<file path="src/rtl/b_run_handshake.sv">
// Fast-domain burst responder: runs RUN_CYCLES compute-enable cycles per start pulse,
// then performs a four-phase done request/acknowledge handshake toward the a_clk domain.
module b_run_handshake #(
  parameter int RUN_CYCLES  = 16,
  parameter int CNT_W       = 8,
  parameter int SYNC_STAGES = 2
) (
  input  logic             b_clk,
  input  logic             glb_arst_n,
  input  logic             b_ena_in,
  input  logic             a_ack,
  input  logic             b_err_clr,
  output logic             b_run,
  output logic [CNT_W-1:0] b_step,
  output logic             b_done_req,
  output logic             b_busy,
  output logic             b_ovr_err
);

  typedef enum logic [1:0] {
    ST_IDLE = 2'd0,
    ST_RUN  = 2'd1,
    ST_REQ  = 2'd2,
    ST_REL  = 2'd3
  } state_t;

  // Last step index, truncated to the counter width so RUN_CYCLES = 2^CNT_W still terminates.
  localparam logic [CNT_W-1:0] LAST_STEP = CNT_W'(RUN_CYCLES - 1);

  state_t                 state_r;
  state_t                 state_s;
  logic [CNT_W-1:0]       cnt_r;
  logic [CNT_W-1:0]       cnt_s;
  logic                   err_r;
  logic                   err_s;
  logic                   overrun_s;
  logic [SYNC_STAGES-1:0] ack_sync_r;
  logic                   ack_s;

  // Acknowledge synchronizer chain; only its last stage feeds the FSM.
  always_ff @(posedge b_clk or negedge glb_arst_n) begin
    if (!glb_arst_n) begin
      ack_sync_r <= '0;
    end else begin
      ack_sync_r <= {ack_sync_r[SYNC_STAGES-2:0], a_ack};
    end
  end

  assign ack_s = ack_sync_r[SYNC_STAGES-1];

  // Next-state, step counter and sticky overrun flag.
  always_comb begin
    state_s   = state_r;
    cnt_s     = cnt_r;
    err_s     = err_r;
    overrun_s = b_ena_in && (state_r != ST_IDLE);
    case (state_r)
      ST_IDLE: begin
        if (b_ena_in) begin
          state_s = ST_RUN;
          cnt_s   = '0;
        end else begin
          state_s = ST_IDLE;
          cnt_s   = '0;
        end
      end
      ST_RUN: begin
        if (cnt_r == LAST_STEP) begin
          state_s = ST_REQ;
          cnt_s   = '0;
        end else begin
          state_s = ST_RUN;
          cnt_s   = cnt_r + CNT_W'(1);
        end
      end
      // A stale high ack still costs one REQ cycle, so the request is always visible.
      ST_REQ: begin
        if (ack_s) begin
          state_s = ST_REL;
        end else begin
          state_s = ST_REQ;
        end
      end
      ST_REL: begin
        if (!ack_s) begin
          state_s = ST_IDLE;
        end else begin
          state_s = ST_REL;
        end
      end
      default: begin
        state_s = ST_IDLE;
        cnt_s   = '0;
      end
    endcase
    if (overrun_s) begin
      err_s = 1'b1;
    end else if (b_err_clr) begin
      err_s = 1'b0;
    end else begin
      err_s = err_r;
    end
  end

  // Controller state registers.
  always_ff @(posedge b_clk or negedge glb_arst_n) begin
    if (!glb_arst_n) begin
      state_r <= ST_IDLE;
      cnt_r   <= '0;
      err_r   <= 1'b0;
    end else begin
      state_r <= state_s;
      cnt_r   <= cnt_s;
      err_r   <= err_s;
    end
  end

  // Registered outputs decoded from the current state.
  always_ff @(posedge b_clk or negedge glb_arst_n) begin
    if (!glb_arst_n) begin
      b_run      <= 1'b0;
      b_step     <= '0;
      b_done_req <= 1'b0;
      b_busy     <= 1'b0;
      b_ovr_err  <= 1'b0;
    end else begin
      b_run      <= (state_r == ST_RUN);
      b_step     <= (state_r == ST_RUN) ? cnt_r : '0;
      b_done_req <= (state_r == ST_REQ);
      b_busy     <= (state_r != ST_IDLE);
      b_ovr_err  <= err_r;
    end
  end

endmodule

</file>
<file path="config.mk">
export PLATFORM = sky130hd
export DESIGN_NAME = b_run_handshake
export DESIGN_NICKNAME = d
export VERILOG_FILES = /design/src/rtl/b_run_handshake.sv
export SDC_FILE = /design/constraint.sdc
export NUM_CORES = 1
export LEC_CHECK = 0
export BUFFER_PORTS_ARGS = -buffer_cell sky130_fd_sc_hd__buf_2
export CAP_MARGIN = 5
export CORE_MARGIN = 3
export CORE_UTILIZATION = 45
export CTS_BUF_LIST = sky130_fd_sc_hd__clkbuf_8
export CTS_CLUSTER_SIZE = 40
export DETAILED_ROUTE_END_ITERATION = 16
export PLACE_DENSITY = 0.69
export SYNTH_ARGS = -nofsm -noshare
export SYNTH_HDL_FRONTEND = slang
export SYNTH_SLANG_ARGS = --single-unit
export TNS_END_PERCENT = 100
</file>
<file path="constraint.sdc">
create_clock -name b_clk -period 1.4 [get_ports b_clk]
set_input_delay 0.28 -clock b_clk [delete_from_list [all_inputs] [get_ports b_clk]]
set_output_delay 0.28 -clock b_clk [all_outputs]
set_load 0.02 [all_outputs]
</file>
==> impl_metrics.json, run 1 <==
{
  "postSynthNetCount": 92,
  "postLayoutCoreUtil_pct": 62.6,
  "cellPowerDensity_mw_per_mm2": 1690,
  "synth-seq-area-share_pct": 63.5,
  "grt_pass1_vias": 659,
  "drt_wl_total_um": 1810,
  "timing_worst_slew_pin_value_ns": 0.543,
  "hold_path.class": "primary input to asynchronous set/reset pin",
  "worst_path_most_repeated_cell": "sky130_fd_sc_hd__or3_4",
  "power.ir.vdd_worst_mv": 1.02,
  "worstPathBufferInverterCount": 0,
  "antenna_violating_nets_post_route": 0,
  "dieArea_mm2": 0.00279,
  "total_power_w": 0.00213,
  "fin_setup_tns_ns": -0.180,
  "setup_ws_ns": -0.112,
  "relSlewSlack_pct": 63.8,
  "clk_lat_worst_skew_ns": 0.26,
  "critical_path.cell_chain": "or3_4 -> or3_4 -> a31oi_1 -> o21bai_1",
  "post-route-period-util_pct": 108,
  "num_io_pins": 17,
  "groute.usage.overall_pct": 14.6,
  "vias_per_cell": 4.95,
  "critical-path-top-delay-family": "simple AND/OR/NAND/NOR gates",
  "critical_path_peak_fanout": 3,
  "final_replace_weighted_congestion": 0.790,
  "violations": "negative hold slack, negative setup slack",
  "start_kind": "register",
  "fmaxAchievable_mhz": 662,
  "ys_ff_latch": 25,
  "postPlaceCellArea_mm2": 0.00116,
  "post_synth_num_cell_types": 28,
  "clock-root-buffer": "sky130_fd_sc_hd__clkbuf_8",
  "dr_total_vias": 698,
  "drt_wl_cell_um": 12.8,
  "post-route-min-period_ns": 1.51,
  "worstSetupPathType": "register to register",
  "clkTransAtPathRegs_ns": 0.08,
  "result_of_the_run": "finished, violations left",
  "setup_failing_eps_final": 3,
  "global_route_wire_length_before_repair_um": 2870,
  "post_synth.cell_area_avg_um2": 11.5,
  "antenna_cells": 0,
  "detail_route.drc_violations": 0,
  "synthesis.area_um2": 986,
  "rows": 16,
  "slew_violations": 0,
  "grt-ovfl-total": 0,
  "yosys_warnings": 0,
  "place.detailed.hpwl_um": 1220,
  "io_buffers": 16,
  "static-leakage-power_nw": 0.619,
  "final_layout_size_suffix_gt1_share_pct": 35.1,
  "final_hold_viol_count": 25,
  "clock_tree.htree_level_count": 1,
  "critical_path.endpoint_type": "register",
  "rsz0062_at_grt": "true",
  "pin_count_of_the_biggest_net_entering_global_routing": 26,
  "fp.dieH_um": 52.8,
  "fin_hold_ws_ns": -0.00616,
  "drv.max_cap_violation_count": 0,
  "areaGrowthSynthToFinish_pct": 28.4,
  "core_area_mm2": 0.00202,
  "dr.pass1.iters": 4,
  "numClockSinks": 25,
  "cts_inserted_buffers": 3,
  "initialDrtViolationCount": 8,
  "critical_path.max_stage_delay_ns": 0.42,
  "finalClockSkew_ns": 0.00139,
  "fin_area_mm2": 0.00127,
  "clock_tree_from_tritoncts": "yes",
  "synth_cells": 86,
  "timing.critical_path.required_ns": 1.55,
  "crit_arrival_ns": 1.66,
  "cpMaxStageDelayCell": "sky130_fd_sc_hd__or3_4",
  "fp.dieW_um": 52.8,
  "final_net_count": 121,
  "grt_antenna_before_repair": 0,
  "clk_path_buf_depth": 2,
  "initial_core_util_pct": 48.8
}
layout by cell type, fill, tap and decap left out, drive strengths merged, types with 2 or more instances in the layout:
master  count
nand2       8
or3         2
o31ai       3
mux2i       4
buf        27
dfrtp      25
nor3        2
inv         6
nor2        8
and2        7
clkbuf      3
a22o        2
nand3       2
o21ai       5
layer usage:
layer,up-vias,track usage (%),wire length [µm]
met5,-,0,0
met4,0,8.51,23
met3,4,3.70,71
met2,12,22.9,856
met1,332,18.0,855
li1,350,-,-
per-stage QoR:
step                      worst slack, ns  instances
final                              -0.112        141
after CTS                         -0.0701        140
after global placement            -0.0301        136
after floorplan                   -0.0518         86
after global routing               -0.132        141
after detailed placement          -0.0613        136
final timing paths:
kind                               startpoint             to  slack [ns]  cells after the start
max in group asynchronous          glb_arst_n      b_step[6]        1.05                      1
worst min-delay path               glb_arst_n     b_done_req      -0.006                      1
worst min register to register  ack_sync_r[0]  ack_sync_r[1]        0.36                      0
worst max register to register       cnt_r[5]       cnt_r[3]       -0.11                      4
worst max-delay path                 cnt_r[5]       cnt_r[3]       -0.11                      4
min in group b_clk                      a_ack  ack_sync_r[0]        0.12                      1
sequential cells by signal, indices dropped and copies added, names as in the netlist:
register	count
b_ovr_err	1
b_step	8
b_run	1
state_r	2
b_busy	1
b_done_req	1
cnt_r	8
ack_sync_r	2
err_r	1
where the power goes:
part	internal [W]	total (W)	switching [W]
clock network	0.000196	0.000402	0.000206
registers	0.000888	0.00101	0.000122
logic	0.000309	0.000721	0.000411
total	0.00139	0.00213	0.000740
logic make-up (layout without fill, tap and decap cells):
logic type | after synthesis | count (layout) | synth area share, %
simple gates | 34 | 34 | 18.5
flops | 25 | 25 | 63.5
compound gates | 14 | 14 | 9.52
buf+inv | 8 | 36 | 3.17
mux | 4 | 4 | 4.06
fa+ha+maj | 1 | 1 | 1.27
worst register-to-register path, stage by stage (launching register included):
cell and delay (ns):
sky130_fd_sc_hd__dfrtp_1 0.39, sky130_fd_sc_hd__or3_4 0.42, sky130_fd_sc_hd__or3_4 0.35, sky130_fd_sc_hd__a31oi_1 0.17, sky130_fd_sc_hd__o21bai_1 0.07
final cells by class:
type | instances | area [µm²]
repair buffers | 27 | 163
clock buffers | 3 | 41.3
fillers | 175 | 756
inverters | 5 | 18.8
well taps | 27 | 33.8
clock inverters | 1 | 3.75
multi-input cells | 53 | 380
flip-flops and latches | 25 | 626
cells in the mapped netlist (all sizes together):
master,n,share of area [%]
and2,7,4.4
buf,1,0.51
a221o,1,1.0
a22o,2,1.8
ha,1,1.3
nor4b,1,0.89
nand2,8,3.0
nand4,1,0.63
or3,2,1.8
nor2b,1,0.63
nand3,2,1.0
mux2i,4,4.1
clkbuf,2,0.76
nor3,2,1.5
o21ai,5,2.5
nand2b,1,0.63
o31ai,3,2.3
a21oi,1,0.51
dfrtp,25,63
inv,5,1.9
o21bai,1,0.76
a31oi,1,0.63
nor2,8,3.0
and4,1,0.89
what timing repair did:
action                                  CTS  global route
buffers inserted                          0             1
endpoints found under the setup margin    4             8
resized for setup                         2             8
pin swaps                                 2             2
hold buffers                              0             0
Note: power is estimated with default switching activity, not from simulation.
==> run 2: changes to the inputs <==
Settings changed: CELL_PAD_IN_SITES_DETAIL_PLACEMENT from default to 1, CELL_PAD_IN_SITES_GLOBAL_PLACEMENT from default to 1, CORE_UTILIZATION 45 to 40, PLACE_DENSITY 0.69 to default, PLACE_DENSITY_LB_ADDON from default to 0.1.
==> run 2 against run 1 <==
Net effect:
- the run ends with negative setup slack left
- sequential power about the same
- routed wire length increased by 18%
- hold slack improved by 0.11 ns
- first-iteration DRC count decreased by 50%
- power increased by 3.4%
- clock power increased by 7.5%
- critical path depth unchanged
- core utilization decreased by 4.8 points
- largest power group unchanged
- combinational power increased by 6.0%
- critical endpoint unchanged
- sequential share of layout area decreased by 1.8 points
- flip-flop and latch count unchanged
- clock-buffer cell count unchanged
==> impl_metrics.json, run 2 (synthesis gave the netlist of run 1 again) <==
{
  "result_of_the_run": "finished, violations left",
  "violations": "negative setup slack",
  "fp.dieH_um": 55.6,
  "drt_wl_total_um": 2130,
  "critical_path.cell_chain": "or3_4 -> or3_4 -> a31oi_1 -> o21bai_1",
  "areaGrowthSynthToFinish_pct": 33.4,
  "start_kind": "register",
  "drt_wl_cell_um": 14.5,
  "final_net_count": 126,
  "timing.critical_path.required_ns": 1.56,
  "static-leakage-power_nw": 0.643,
  "initial_core_util_pct": 43.3,
  "relSlewSlack_pct": 63.8,
  "num_io_pins": 17,
  "cpMaxStageDelayCell": "sky130_fd_sc_hd__or3_4",
  "numClockSinks": 25,
  "antenna_cells": 0,
  "groute.usage.overall_pct": 14.7,
  "clock-root-buffer": "sky130_fd_sc_hd__clkbuf_8",
  "dr_total_vias": 742,
  "setup_failing_eps_final": 3,
  "final_layout_size_suffix_gt1_share_pct": 37.8,
  "slew_violations": 0,
  "antenna_violating_nets_post_route": 0,
  "rows": 17,
  "dr.pass1.iters": 4,
  "crit_arrival_ns": 1.66,
  "mostFrequentLayoutCells": "25 x sky130_fd_sc_hd__dfrtp_1, 16 x sky130_fd_sc_hd__buf_2, 14 x sky130_fd_sc_hd__buf_4, 8 x sky130_fd_sc_hd__nand2_1",
  "most_common_cell_after_layout_fill_and_taps_aside": "sky130_fd_sc_hd__dfrtp_1",
  "fp.dieW_um": 55.6,
  "pin_count_of_the_biggest_net_entering_global_routing": 26,
  "io_buffers": 16,
  "final_hold_viol_count": 0,
  "grt_pass1_vias": 768,
  "final_replace_weighted_congestion": 0.771,
  "clkTransAtPathRegs_ns": 0.09,
  "top_metal_layer_carrying_routed_signals": "met4",
  "worst_path_most_repeated_cell": "sky130_fd_sc_hd__or3_4",
  "grt-ovfl-total": 0,
  "detail_route.drc_violations": 0,
  "global_route_wire_length_before_repair_um": 3490,
  "dieArea_mm2": 0.00310,
  "clock_tree.htree_level_count": 1,
  "timing_worst_slew_pin_value_ns": 0.544,
  "critical_path.max_stage_delay_ns": 0.40,
  "cellPowerDensity_mw_per_mm2": 1680,
  "rsz0062_at_grt": "true",
  "wl_met3_um": 74,
  "met1Wirelength_um": 952,
  "place.detailed.hpwl_um": 1580,
  "vias_per_cell": 5.05,
  "drv.max_cap_violation_count": 0,
  "total_power_w": 0.00221,
  "dpl_worst_slack_ns": -0.105,
  "largest_registers": "b_step: 8 flops, cnt_r: 8 flops",
  "cts_inserted_buffers": 3,
  "routed-wl-met2_um": 1060,
  "clock_tree_from_tritoncts": "yes",
  "finalClockSkew_ns": 0.00798,
  "clk_path_buf_depth": 2,
  "power.ir.vdd_worst_mv": 0.889,
  "core_area_mm2": 0.00228,
  "grt_antenna_before_repair": 0,
  "setup_ws_ns": -0.0979,
  "fmaxAchievable_mhz": 668,
  "worstSetupPathType": "register to register",
  "post-route-min-period_ns": 1.50,
  "critical_path_peak_fanout": 3,
  "post-route-period-util_pct": 107,
  "critical_path.endpoint_type": "register",
  "clk_lat_worst_skew_ns": 0.27,
  "initialDrtViolationCount": 4,
  "hold_path.class": "primary input to register"
}
## run 2: cell count changes in the layout (fill, tap and decap cells not counted), sizes merged
cell and change:
inv -1, dlygate4sd3 +1, buf +4, clkinvlp +1
## run 2: what timing repair did
| item | in CTS | in global routing |
|---|---|---|
| pin swaps | 2 | 4 |
| setup endpoints to repair | 5 | 7 |
| setup buffers | 2 | 2 |
| hold buffers | 1 | 0 |
| hold endpoints to repair | 13 | 0 |
| resized for setup | 4 | 7 |
## run 2: through the flow
step           instance area [µm²]  cells  hold slack [ns]  util, %  setup TNS [ns]
6_report                      1320    147            0.106     57.8          -0.165
5_1_grt                       1320    147           0.0904     57.8          -0.356
4_1_cts                       1270    146            0.102     55.8          -0.194
3_5_place_dp                  1180    139            0.300     51.8          -0.239
3_3_place_gp                  1180    139            0.294     51.8         -0.0968
2_1_floorplan                  986     86          -0.0156        -         -0.0764
## run 2: area by class of cell
cell class / instances / area [µm²]
clock inverters: 1 / 7.51
repair buffers: 32 / 206
multi-input cells: 53 / 380
inverters: 5 / 18.8
clock buffers: 3 / 41.3
flip-flops and latches: 25 / 626
fillers: 252 / 961
well taps: 28 / 35.0
## run 2: worst paths after layout
kind | from | endpoint | slack (ns) | cells past startpoint
max | cnt_r[6] | cnt_r[3] | -0.1 | 4
min | a_ack | ack_sync_r[0] | 0.11 | 1
max reg2reg | cnt_r[6] | cnt_r[3] | -0.1 | 4
min reg2reg | ack_sync_r[0] | ack_sync_r[1] | 0.36 | 0
max in group asynchronous | glb_arst_n | b_step[6] | 0.51 | 2
min in group asynchronous | glb_arst_n | b_step[1] | 0.51 | 2
## run 2: where the power goes
| part | total [W] | internal [W] | switching [W] |
|---|---|---|---|
| sequential | 0.00101 | 0.000888 | 0.000121 |
| clock | 0.000432 | 0.000202 | 0.000231 |
| combinational | 0.000764 | 0.000330 | 0.000435 |
| total | 0.00221 | 0.00142 | 0.000787 |
## run 2: per-layer routing
layer | vias to the layer above | track usage [%]
li1 | 356 | -
met1 | 366 | 18.1
met2 | 15 | 24.8
met3 | 5 | 2.32
met4 | 0 | 7.29
met5 | - | 0
## run 2: critical path, delay by kind of cell (launching register included)
kind             cells  cell delay [ns]
AND/OR/NAND/NOR      2             0.74
flip-flops           1             0.38
AO/OA/AOI/OAI        2             0.27
==> run 3: changes to the inputs <==
Settings changed: CTS_CLUSTER_SIZE 40 to 20, PLACE_DENSITY_LB_ADDON 0.1 to 0.3.
==> run 3 against run 2 <==
Net effect:
- the run still ends with negative setup slack left
- critical path depth did not move
- via count up 0.27%
- sequential power hardly changed
- routed wire length increased by 1.7%
- sequential share of layout area grew 0.60 points
- first-iteration DRC count did not move
- hold slack improved by 0.0070 ns
- worst setup slack got worse by 0.026 ns
- power up 1.6%
- design area is 1.0% lower
- critical path type unchanged
- largest power group unchanged
- highest routed layer unchanged
==> impl_metrics.json, run 3 (synthesis gave the netlist of run 1 again) <==
{
  "global_route_wire_length_before_repair_um": 3780,
  "critical_path.cell_chain": "or3_4 -> or3_4 -> a31oi_2 -> o21bai_1",
  "fin_hold_ws_ns": 0.113,
  "rows": 17,
  "dieArea_mm2": 0.00310,
  "postLayoutCoreUtil_pct": 57.2,
  "worstReg2RegStart": "cnt_r[7]",
  "timing.critical_path.required_ns": 1.55,
  "finalClockSkew_ns": 0.00188,
  "drt_wl_cell_um": 15.0,
  "grt_pass1_vias": 816,
  "grt_util_met1_pct": 18.2,
  "detail_route.drc_violations": 0,
  "violations": "negative setup slack",
  "fp.dieW_um": 55.6,
  "fill_cells": 255,
  "final-seq-area_um2": 627,
  "r2r_cells": 4,
  "clkTransAtPathRegs_ns": 0.08,
  "crit_arrival_ns": 1.68,
  "areaGrowthSynthToFinish_pct": 32.0,
  "core_area_mm2": 0.00228,
  "timing_worst_slew_pin_value_ns": 0.533,
  "most_common_cell_after_layout_fill_and_taps_aside": "sky130_fd_sc_hd__dfrtp_1",
  "worstSetupPathType": "register to register",
  "worst_path_most_repeated_cell": "sky130_fd_sc_hd__or3_4",
  "groute.usage.overall_pct": 15.7,
  "pin_count_of_the_biggest_net_entering_global_routing": 26,
  "drt_wl_total_um": 2170,
  "timing.critical_path.from": "cnt_r[7]",
  "rsz0062_at_grt": "true",
  "critical_path_peak_fanout": 3,
  "final_hold_viol_count": 0,
  "hold_depth": 1,
  "worst_r2r_endpoint": "cnt_r[3]",
  "mostFrequentLayoutCells": "24 x sky130_fd_sc_hd__dfrtp_1, 16 x sky130_fd_sc_hd__buf_2, 11 x sky130_fd_sc_hd__buf_4, 8 x sky130_fd_sc_hd__nand2_1",
  "dr.pass1.iters": 4,
  "use_met3_pct": 2.09,
  "start_kind": "register",
  "antenna_violating_nets_post_route": 0,
  "largest_registers": "b_step: 8 flops, cnt_r: 8 flops",
  "clk_lat_worst_skew_ns": 0.26,
  "place.detailed.hpwl_um": 1490,
  "cpMaxStageDelayCell": "sky130_fd_sc_hd__or3_4",
  "final_replace_weighted_congestion": 0.805,
  "post-route-min-period_ns": 1.52,
  "hold_end": "ack_sync_r[0]",
  "critical_path.endpoint_type": "register",
  "cellPowerDensity_mw_per_mm2": 1720,
  "clock_tree.htree_level_count": 1,
  "critical-path-top-delay-family": "simple AND/OR/NAND/NOR gates",
  "met2_usage_pct": 28.4,
  "setup_ws_ns": -0.124,
  "num_io_pins": 17,
  "grt-ovfl-total": 0,
  "regToRegSetupSlack_ns": -0.12,
  "relSlewSlack_pct": 64.5,
  "clk_path_buf_depth": 2,
  "static-leakage-power_nw": 0.635,
  "grt_busiest_layer": "met2",
  "hold_start": "a_ack",
  "drv.max_cap_violation_count": 0,
  "cts_inserted_buffers": 3,
  "io_buffers": 16,
  "post-route-period-util_pct": 109,
  "multiInputGateArea_um2": 379,
  "clock_tree_from_tritoncts": "yes",
  "result_of_the_run": "finished, violations left",
  "numClockSinks": 25,
  "vias_per_cell": 5.13,
  "fp.dieH_um": 55.6,
  "fmaxAchievable_mhz": 656,
  "setup_failing_eps_final": 3,
  "grt_antenna_before_repair": 0,
  "critical_path.max_stage_delay_ns": 0.41,
  "fin_setup_tns_ns": -0.265,
  "final_net_count": 124,
  "hold_path.class": "primary input to register",
  "total_power_w": 0.00224,
  "initialDrtViolationCount": 4,
  "dr_total_vias": 744,
  "initial_core_util_pct": 43.3,
  "antenna_cells": 0,
  "final_layout_size_suffix_gt1_share_pct": 38.5,
  "power.ir.vdd_worst_mv": 1.23,
  "slew_violations": 0,
  "worstPathBufferInverterCount": 0,
  "clock-root-buffer": "sky130_fd_sc_hd__clkbuf_8"
}
[run 3: changes by cell type in the layout (fill, tap and decap cells not counted), sizes merged]
cell,previous run,this run
buf,31,29
clkinv,0,1
clkinvlp,1,0
[run 3: power breakdown]
group / leakage (nW) / switching (W) / total [W] / internal, W
registers: 0.315 / 0.000124 / 0.00102 / 0.000891
logic: 0.294 / 0.000442 / 0.000804 / 0.000362
clock network: 0.0255 / 0.000223 / 0.000422 / 0.000199
[run 3: area by class of cell]
cell class,instances,area share [%]
sequential,25,48.2
multi-input combinational,53,29.1
clock inverter,1,0.385
clock buffer,3,3.17
timing repair buffer,30,15.0
inverter,5,1.44
tap,28,2.69
[run 3: stage by stage]
stage / cells / cell area (µm²) / worst slack, ns
final: 145 / 1300 / -0.124
after global routing: 145 / 1300 / -0.156
after CTS: 143 / 1240 / -0.112
after detailed placement: 138 / 1170 / -0.110
after global placement: 138 / 1170 / -0.0335
after floorplan: 86 / 986 / -0.0518
[run 3: what timing repair did]
action,CTS,global route
hold buffers,1,0
hold endpoints to repair,5,0
buffers inserted,0,3
gates cloned,0,0
gates resized for setup,4,9
pin swaps,1,3
setup endpoints to repair,7,8
[run 3: worst max path at each step]
| stage | end | cells past startpoint | slack (ns) |
|---|---|---|---|
| after floorplan | cnt_r[3] | 4 | -0.05 |
| after global placement | cnt_r[3] | 4 | -0.03 |
| after detailed placement | cnt_r[3] | 4 | -0.11 |
| after CTS | cnt_r[3] | 4 | -0.11 |
| after global routing | cnt_r[3] | 4 | -0.16 |
| final | cnt_r[3] | 4 | -0.12 |
[run 3: routing by layer]
| metal | vias up | wire length [µm] |
|---|---|---|
| li1 | 352 | - |
| met1 | 370 | 913 |
| met2 | 18 | 1130 |
| met3 | 4 | 91 |
| met4 | 0 | 34 |
| met5 | - | 0 |
[run 3: worst register-to-register path: cells and delay by family, from the launching register on]
family,cells,cell delay [ns]
simple gates,2,0.76
compound gates,2,0.26
flops,1,0.40
